===== src/rtl/gated_sync_stage_pkg.sv =====
// ============================================================================
// gated_sync_pkg : shared FSM state type and counter widths for gated_sync_stage
// Revision: 1.0
// ============================================================================
`default_nettype none

package gated_sync_pkg;

    localparam int GS_DEB_W   = 8;
    localparam int GS_DRAIN_W = 4;

    typedef enum logic [1:0] {
        IDLE  = 2'd0,
        ARM   = 2'd1,
        RUN   = 2'd2,
        DRAIN = 2'd3
    } gs_state_t;

    function automatic logic gs_drives_en(input gs_state_t s);
        return (s == RUN) || (s == DRAIN);
    endfunction

endpackage

`default_nettype wire


===== src/rtl/gated_sync_stage_if.sv =====
// ============================================================================
// gated_sync_stage_if : request/data inputs and conditioned outputs of the stage
// Revision: 1.0
// ============================================================================
`default_nettype none

interface gated_sync_stage_if;

    logic en_req;
    logic data_in;
    logic clk_en;
    logic gclk;
    logic data_out;
    logic data_vld;
    logic busy;

    modport master (
        output en_req,
        output data_in,
        input  clk_en,
        input  gclk,
        input  data_out,
        input  data_vld,
        input  busy
    );

    modport slave (
        input  en_req,
        input  data_in,
        output clk_en,
        output gclk,
        output data_out,
        output data_vld,
        output busy
    );

endinterface

`default_nettype wire


===== src/rtl/gated_sync_stage_sync_bit.sv =====
// ============================================================================
// sync_bit : SYNC_STAGES-deep flop chain bringing one async bit into clk domain
// Revision: 1.0
// ============================================================================
`default_nettype none

module sync_bit #(
    parameter int SYNC_STAGES = 2
) (
    input  wire logic clk,
    input  wire logic rst_n,
    input  wire logic d,
    output logic      q
);

    logic [SYNC_STAGES-1:0] r_sync;

    always_ff @(posedge clk or negedge rst_n) begin
        if (!rst_n) begin
            r_sync <= '0;
        end else begin
            r_sync <= {r_sync[SYNC_STAGES-2:0], d};
        end
    end

    assign q = r_sync[SYNC_STAGES-1];

endmodule

`default_nettype wire


===== src/rtl/gated_sync_stage.sv =====
// ============================================================================
// gated_sync_stage : synchronise/debounce enable, produce registered clk_en and
// data/valid; latch-based clock gate on gclk when GATED_SYNC_STAGE_ICG_EN.
// Revision: 1.0
// ============================================================================
`default_nettype none

module gated_sync_stage
    import gated_sync_pkg::*;
#(
    parameter int SYNC_STAGES  = 2,
    parameter int DEB_LIMIT    = 8,
    parameter int DRAIN_CYCLES = 2
) (
    input  wire logic          clk,
    input  wire logic          rst_n,
    gated_sync_stage_if.slave  bus
);

    localparam logic [GS_DEB_W-1:0]   c_DEB_MAX   = GS_DEB_W'(DEB_LIMIT - 1);
    localparam logic [GS_DEB_W-1:0]   c_DEB_ONE   = GS_DEB_W'(1);
    localparam logic [GS_DRAIN_W-1:0] c_DRAIN_MAX = GS_DRAIN_W'(DRAIN_CYCLES - 1);
    localparam logic [GS_DRAIN_W-1:0] c_DRAIN_ONE = GS_DRAIN_W'(1);

    logic                  w_en_s;
    logic                  w_d_s;
    gs_state_t             r_state;
    gs_state_t             w_next;
    logic                  w_accept;
    logic [GS_DEB_W-1:0]   r_deb_cnt;
    logic [GS_DRAIN_W-1:0] r_drain_cnt;
    logic                  r_clk_en;
    logic                  r_data_out;
    logic                  r_data_vld;
    logic                  r_busy;

    sync_bit #(.SYNC_STAGES(SYNC_STAGES)) u_sync_en (
        .clk   (clk),
        .rst_n (rst_n),
        .d     (bus.en_req),
        .q     (w_en_s)
    );

    sync_bit #(.SYNC_STAGES(SYNC_STAGES)) u_sync_data (
        .clk   (clk),
        .rst_n (rst_n),
        .d     (bus.data_in),
        .q     (w_d_s)
    );

    always_comb begin
        w_next   = r_state;
        w_accept = (r_state == ARM) || (r_state == RUN);
        case (r_state)
            IDLE:    if (w_en_s && (r_deb_cnt == c_DEB_MAX))  w_next = ARM;
            ARM:     w_next = RUN;
            RUN:     if (!w_en_s && (r_deb_cnt == c_DEB_MAX)) w_next = DRAIN;
            DRAIN:   if (r_drain_cnt == c_DRAIN_MAX)          w_next = IDLE;
            default: w_next = IDLE;
        endcase
    end

    always_ff @(posedge clk or negedge rst_n) begin
        if (!rst_n) begin
            r_state <= IDLE;
        end else begin
            r_state <= w_next;
        end
    end

    // Debounce restarts on every state change and is frozen through DRAIN,
    // so an early re-request never shortcuts DRAIN back to RUN.
    always_ff @(posedge clk or negedge rst_n) begin
        if (!rst_n) begin
            r_deb_cnt <= '0;
        end else if ((w_next != r_state) || (r_state == DRAIN) || (w_en_s == w_accept)) begin
            r_deb_cnt <= '0;
        end else if (r_deb_cnt != c_DEB_MAX) begin
            r_deb_cnt <= r_deb_cnt + c_DEB_ONE;
        end
    end

    always_ff @(posedge clk or negedge rst_n) begin
        if (!rst_n) begin
            r_drain_cnt <= '0;
        end else if (r_state == DRAIN) begin
            r_drain_cnt <= r_drain_cnt + c_DRAIN_ONE;
        end else begin
            r_drain_cnt <= '0;
        end
    end

    always_ff @(posedge clk or negedge rst_n) begin
        if (!rst_n) begin
            r_clk_en   <= 1'b0;
            r_data_out <= 1'b0;
            r_data_vld <= 1'b0;
            r_busy     <= 1'b0;
        end else begin
            r_clk_en   <= gs_drives_en(w_next);
            r_data_vld <= (w_next == RUN);
            r_busy     <= (w_next != IDLE);
            if ((r_state == ARM) || (r_state == RUN)) begin
                r_data_out <= w_d_s;
            end
        end
    end

    assign bus.clk_en   = r_clk_en;
    assign bus.data_out = r_data_out;
    assign bus.data_vld = r_data_vld;
    assign bus.busy     = r_busy;

`ifdef GATED_SYNC_STAGE_ICG_EN
    // Enable is captured while clk is low so gclk can only change on clk rise.
    logic r_en_lat;

    always_latch begin
        if (!clk) begin
            r_en_lat <= r_clk_en;
        end
    end

    assign bus.gclk = clk & r_en_lat;
`else
    assign bus.gclk = 1'b0;
`endif

endmodule

`default_nettype wire


===== src/flat_wrapper.sv =====
// flat-port wrapper written by rule: the top's interface ports become plain ports
module gated_sync_stage_flat import gated_sync_pkg::*;
#(
    parameter int SYNC_STAGES  = 2,
    parameter int DEB_LIMIT    = 8,
    parameter int DRAIN_CYCLES = 2
)
  (clk, rst_n, bus_en_req, bus_data_in, bus_clk_en, bus_gclk, bus_data_out, bus_data_vld, bus_busy);
  gated_sync_stage_if bus_i ();
  input  wire logic clk;
  input  wire logic rst_n;
  input wire logic [$bits(bus_i.en_req)-1:0] bus_en_req;
  input wire logic [$bits(bus_i.data_in)-1:0] bus_data_in;
  output wire logic [$bits(bus_i.clk_en)-1:0] bus_clk_en;
  output wire logic [$bits(bus_i.gclk)-1:0] bus_gclk;
  output wire logic [$bits(bus_i.data_out)-1:0] bus_data_out;
  output wire logic [$bits(bus_i.data_vld)-1:0] bus_data_vld;
  output wire logic [$bits(bus_i.busy)-1:0] bus_busy;
  assign bus_i.en_req = bus_en_req;
  assign bus_i.data_in = bus_data_in;
  assign bus_clk_en = bus_i.clk_en;
  assign bus_gclk = bus_i.gclk;
  assign bus_data_out = bus_i.data_out;
  assign bus_data_vld = bus_i.data_vld;
  assign bus_busy = bus_i.busy;
  gated_sync_stage #(.SYNC_STAGES(SYNC_STAGES), .DEB_LIMIT(DEB_LIMIT), .DRAIN_CYCLES(DRAIN_CYCLES)) u_core (.clk(clk), .rst_n(rst_n), .bus(bus_i));
endmodule

===== config.mk =====
export PLATFORM = sky130hd
export DESIGN_NAME = gated_sync_stage_flat
export DESIGN_NICKNAME = d
export VERILOG_FILES = /design/src/rtl/gated_sync_stage_pkg.sv /design/src/rtl/gated_sync_stage_if.sv /design/src/rtl/gated_sync_stage_sync_bit.sv /design/src/rtl/gated_sync_stage.sv /design/src/flat_wrapper.sv
export SDC_FILE = /design/constraint.sdc
export NUM_CORES = 1
export LEC_CHECK = 0
export ABC_AREA = 1
export CORE_MARGIN = 3
export CORE_UTILIZATION = 49
export DETAILED_ROUTE_END_ITERATION = 8
export DONT_BUFFER_PORTS = 1
export PLACE_DENSITY = 0.64
export SKIP_CTS_REPAIR_TIMING = 1
export SYNTH_ARGS = -nofsm -noshare
export SYNTH_HDL_FRONTEND = slang
export SYNTH_SLANG_ARGS = --single-unit

===== constraint.sdc =====
create_clock -name clk -period 3.4 [get_ports clk]
set_input_delay 0.68 -clock clk [delete_from_list [all_inputs] [get_ports clk]]
set_output_delay 0.68 -clock clk [all_outputs]
set_load 0.05 [all_outputs]

==> results_dict.tcl <==
set metrics [dict create \
    status "finished clean" \
    setup_tns_ns 0 \
    drtPass1Iterations 4 \
    drtAntennaViolNets 0 \
    register_area_um2 550.5 \
    fin_cells 146 \
    slew_violations 0 \
    crit_buf_inv 2 \
    wl_um 1705 \
    ys_ff_latch 22 \
    synthXorXnorAreaFrac_pct 6.061 \
    endpoint_kind "flop" \
    core_area_um2 2102 \
    yosysTopAreaCellShare_pct 47.62 \
    yosysWarnings 0 \
    seq_area_frac_synth_pct 47.62 \
    vias 706 \
    ir_worst_vdd_mv 0.4801 \
    avgSynthCellArea_um2 9.966 \
    routedWlPerCell_um 11.68 \
    num-fill-cells 181 \
    drt_iter0_drc 7 \
    netSwitchingPower_uw 474.9 \
    ys_top_cells_by_area "dfrtp_1, ha_1, nor3_2" \
    synth_compound_area_share_pct 0.4329 \
    crit_required_ns 3.60 \
    grt_pass1_vias 729 \
    reg2reg_to "u_core.r_deb_cnt[0]" \
    multi_input_area_um2 545.5 \
    routed_via_density 4.836 \
    netlist_area_um2 1156 \
    die_w_um 54.58 \
    synth.mux.area_fraction_pct 0.9740 \
    synth-edff-count 0 \
    grt-ovfl-total 0 \
    synth_top_family_by_area "simple AND/OR/NAND/NOR gates" \
    yosys-top-cells-count "dfrtp_1, nand2_1, inv_1" \
    path_cells "inv_1 -> ha_1 -> inv_1 -> nor2_1 -> nand2_4 -> nand3_1 -> nand3_2 -> nand2_4 -> nor3_2" \
    die_h_um 54.58 \
    clk_path_buf_depth 2 \
    initial_core_util_pct 55.00 \
    grt_pass1_wl_um 3167 \
    critPathLaunchType "flop" \
    root_buffer "clkbuf_4" \
    grt_max_degree 23 \
    io_buffers 0 \
    top_level_ports 9 \
    cts_tree "built" \
    path_max_fanout 8 \
    final.setup_skew_ns 0.004037 \
    antenna_found_initial 0 \
    power_frac_clock_pct 14.2 \
    power_frac_comb_pct 41.8 \
    cts_sinks 22 \
    diodes 0 \
    synth_nets 127 \
    ys.flop_type "dfrtp_1" \
    reg2reg_from "u_core.r_state[0]" \
    synthAdderAreaFrac_pct 7.576 \
    slowest_stage "dfrtp_1" \
    synth.most_common_cell "dfrtp_1" \
    setup_viol 0 \
    placed_cells 142 \
    worstPathArrival_ns 1.85 \
    period_share_pct 48.39 \
    layout-drive-gt1-share_pct 20.17 \
    placementRows 16 \
    place.gp.congestion 0.8809 \
    period_minus_slack_ns 1.645 \
    synth_simple_gate_area_share_pct 31.82 \
    nets 131 \
    seq_power_share_pct 44.0 \
    critPathTopFamily "simple AND/OR/NAND/NOR gates" \
    dieArea_um2 2978 \
    fmax_mhz 607.8 \
    power_leakage_uw 0.0005929 \
    slowest_delay_ns 0.46 \
    reg2reg_depth 9 \
    hold_violations 0 \
    cts_buffers 3 \
    htreeDepth 1 \
    syn_to_final_growth_pct 5.411 \
    netSwitchingFraction_pct 48.11 \
    clock_latency_ns 0.30 \
    holdCritPathClass "primary input to async pin" \
    async_flop_share_pct 100.0 \
    dp_hpwl_um 1321 \
    regToRegSetupSlack_ns 1.75 \
    power_per_cell_area_nw_per_um2 810.0 \
    rsz0062_at_grt "no" \
    path_clk_slew_ns 0.12 \
    synth_largest_area_cell "dfrtp_1" \
    drv_cap 0 \
    route.detailed.drc 0 \
    grtUsageTotal_pct 15.19 \
    p_int_uw 512.3 \
    synth.distinct_cells 19 \
    worstSetupPathType "flop to flop" \
    syn_inst 116 \
]
-- state kept, by name, indices dropped and copies added, names as in the netlist --
signal,count
u_core.r_deb_cnt,8
u_core.r_drain_cnt,4
u_core.r_state,2
u_core.u_sync_data.r_sync,2
u_core.u_sync_en.r_sync,2
u_core.bus.busy,1
u_core.bus.clk_en,1
u_core.bus.data_out,1
u_core.bus.data_vld,1
-- cells in the final DEF (no fill, tap or decap), drive strengths merged --
cell type	count
dfrtp	22
ha	7
nand4	2
nand3	11
nor2	14
nand2	26
nor3	8
conb	1
clkbuf	4
o21ai	1
xnor2	2
xor2	6
mux2	1
inv	14
-- worst max path at each step --
| stage | start | cells after the start | endpoint | slack (ns) |
|---|---|---|---|---|
| 2_1_floorplan | u_core.r_state[0] | 9 | u_core.r_deb_cnt[2] | 1.89 |
| 3_3_place_gp | u_core.r_state[0] | 9 | u_core.r_deb_cnt[3] | 1.77 |
| 3_5_place_dp | u_core.r_state[0] | 9 | u_core.r_deb_cnt[0] | 1.76 |
| 6_report | u_core.r_state[0] | 9 | u_core.r_deb_cnt[0] | 1.75 |
| 4_1_cts | u_core.r_state[0] | 9 | u_core.r_deb_cnt[6] | 1.74 |
| 5_1_grt | u_core.r_state[0] | 9 | u_core.r_deb_cnt[2] | 1.63 |
-- logic make-up (layout without fill, tap and decap cells) --
family                     Yosys count  in the layout
and+or+nand+nor                     61             61
DFF                                 22             22
buffers and inverters               15             18
xor gates and xnor gates             8              8
adders and majority gates            7              7
other                                1              1
AOI/OAI and AO/OA                    1              1
muxes                                1              1
-- power groups by stage --
stage,registers [uW],clock network (uW),logic [uW]
final,434,140,413
after global routing,444,165,469
after CTS,437,148,420
after detailed placement,443,0,420
after global placement,440,0,411
after floorplan,430,0,352
-- cell type report --
cell class / instances / area share (%)
Tap cell: 27 / 2.772
Inverter: 14 / 4.312
Sequential cell: 22 / 45.17
Clock buffer: 4 / 2.977
Multi-Input combinational cell: 79 / 44.76
-- per-stage QoR --
| step | hold WS (ns) | util [%] | area [um2] | setup WS (ns) | total power [uW] |
|---|---|---|---|---|---|
| floorplan | 0.3312 | - | 1156 | 1.895 | 782.0 |
| global placement | 0.3388 | 56.25 | 1182 | 1.770 | 850.7 |
| detailed placement | 0.3436 | 56.25 | 1182 | 1.758 | 862.3 |
| CTS | 0.03687 | 57.98 | 1219 | 1.736 | 1005 |
| global route | 0.01222 | 57.98 | 1219 | 1.629 | 1077 |
| finish | 0.05333 | 57.98 | 1219 | 1.755 | 987.2 |
-- routing by layer --
layer | global-route usage [%] | part of all wire (%)
met1 | 19.62 | 49
met2 | 23.90 | 45
met3 | 3.270 | 3.7
met4 | 7.469 | 1.6
met5 | 0 | 0
Note: power is estimated with default switching activity, not from simulation.
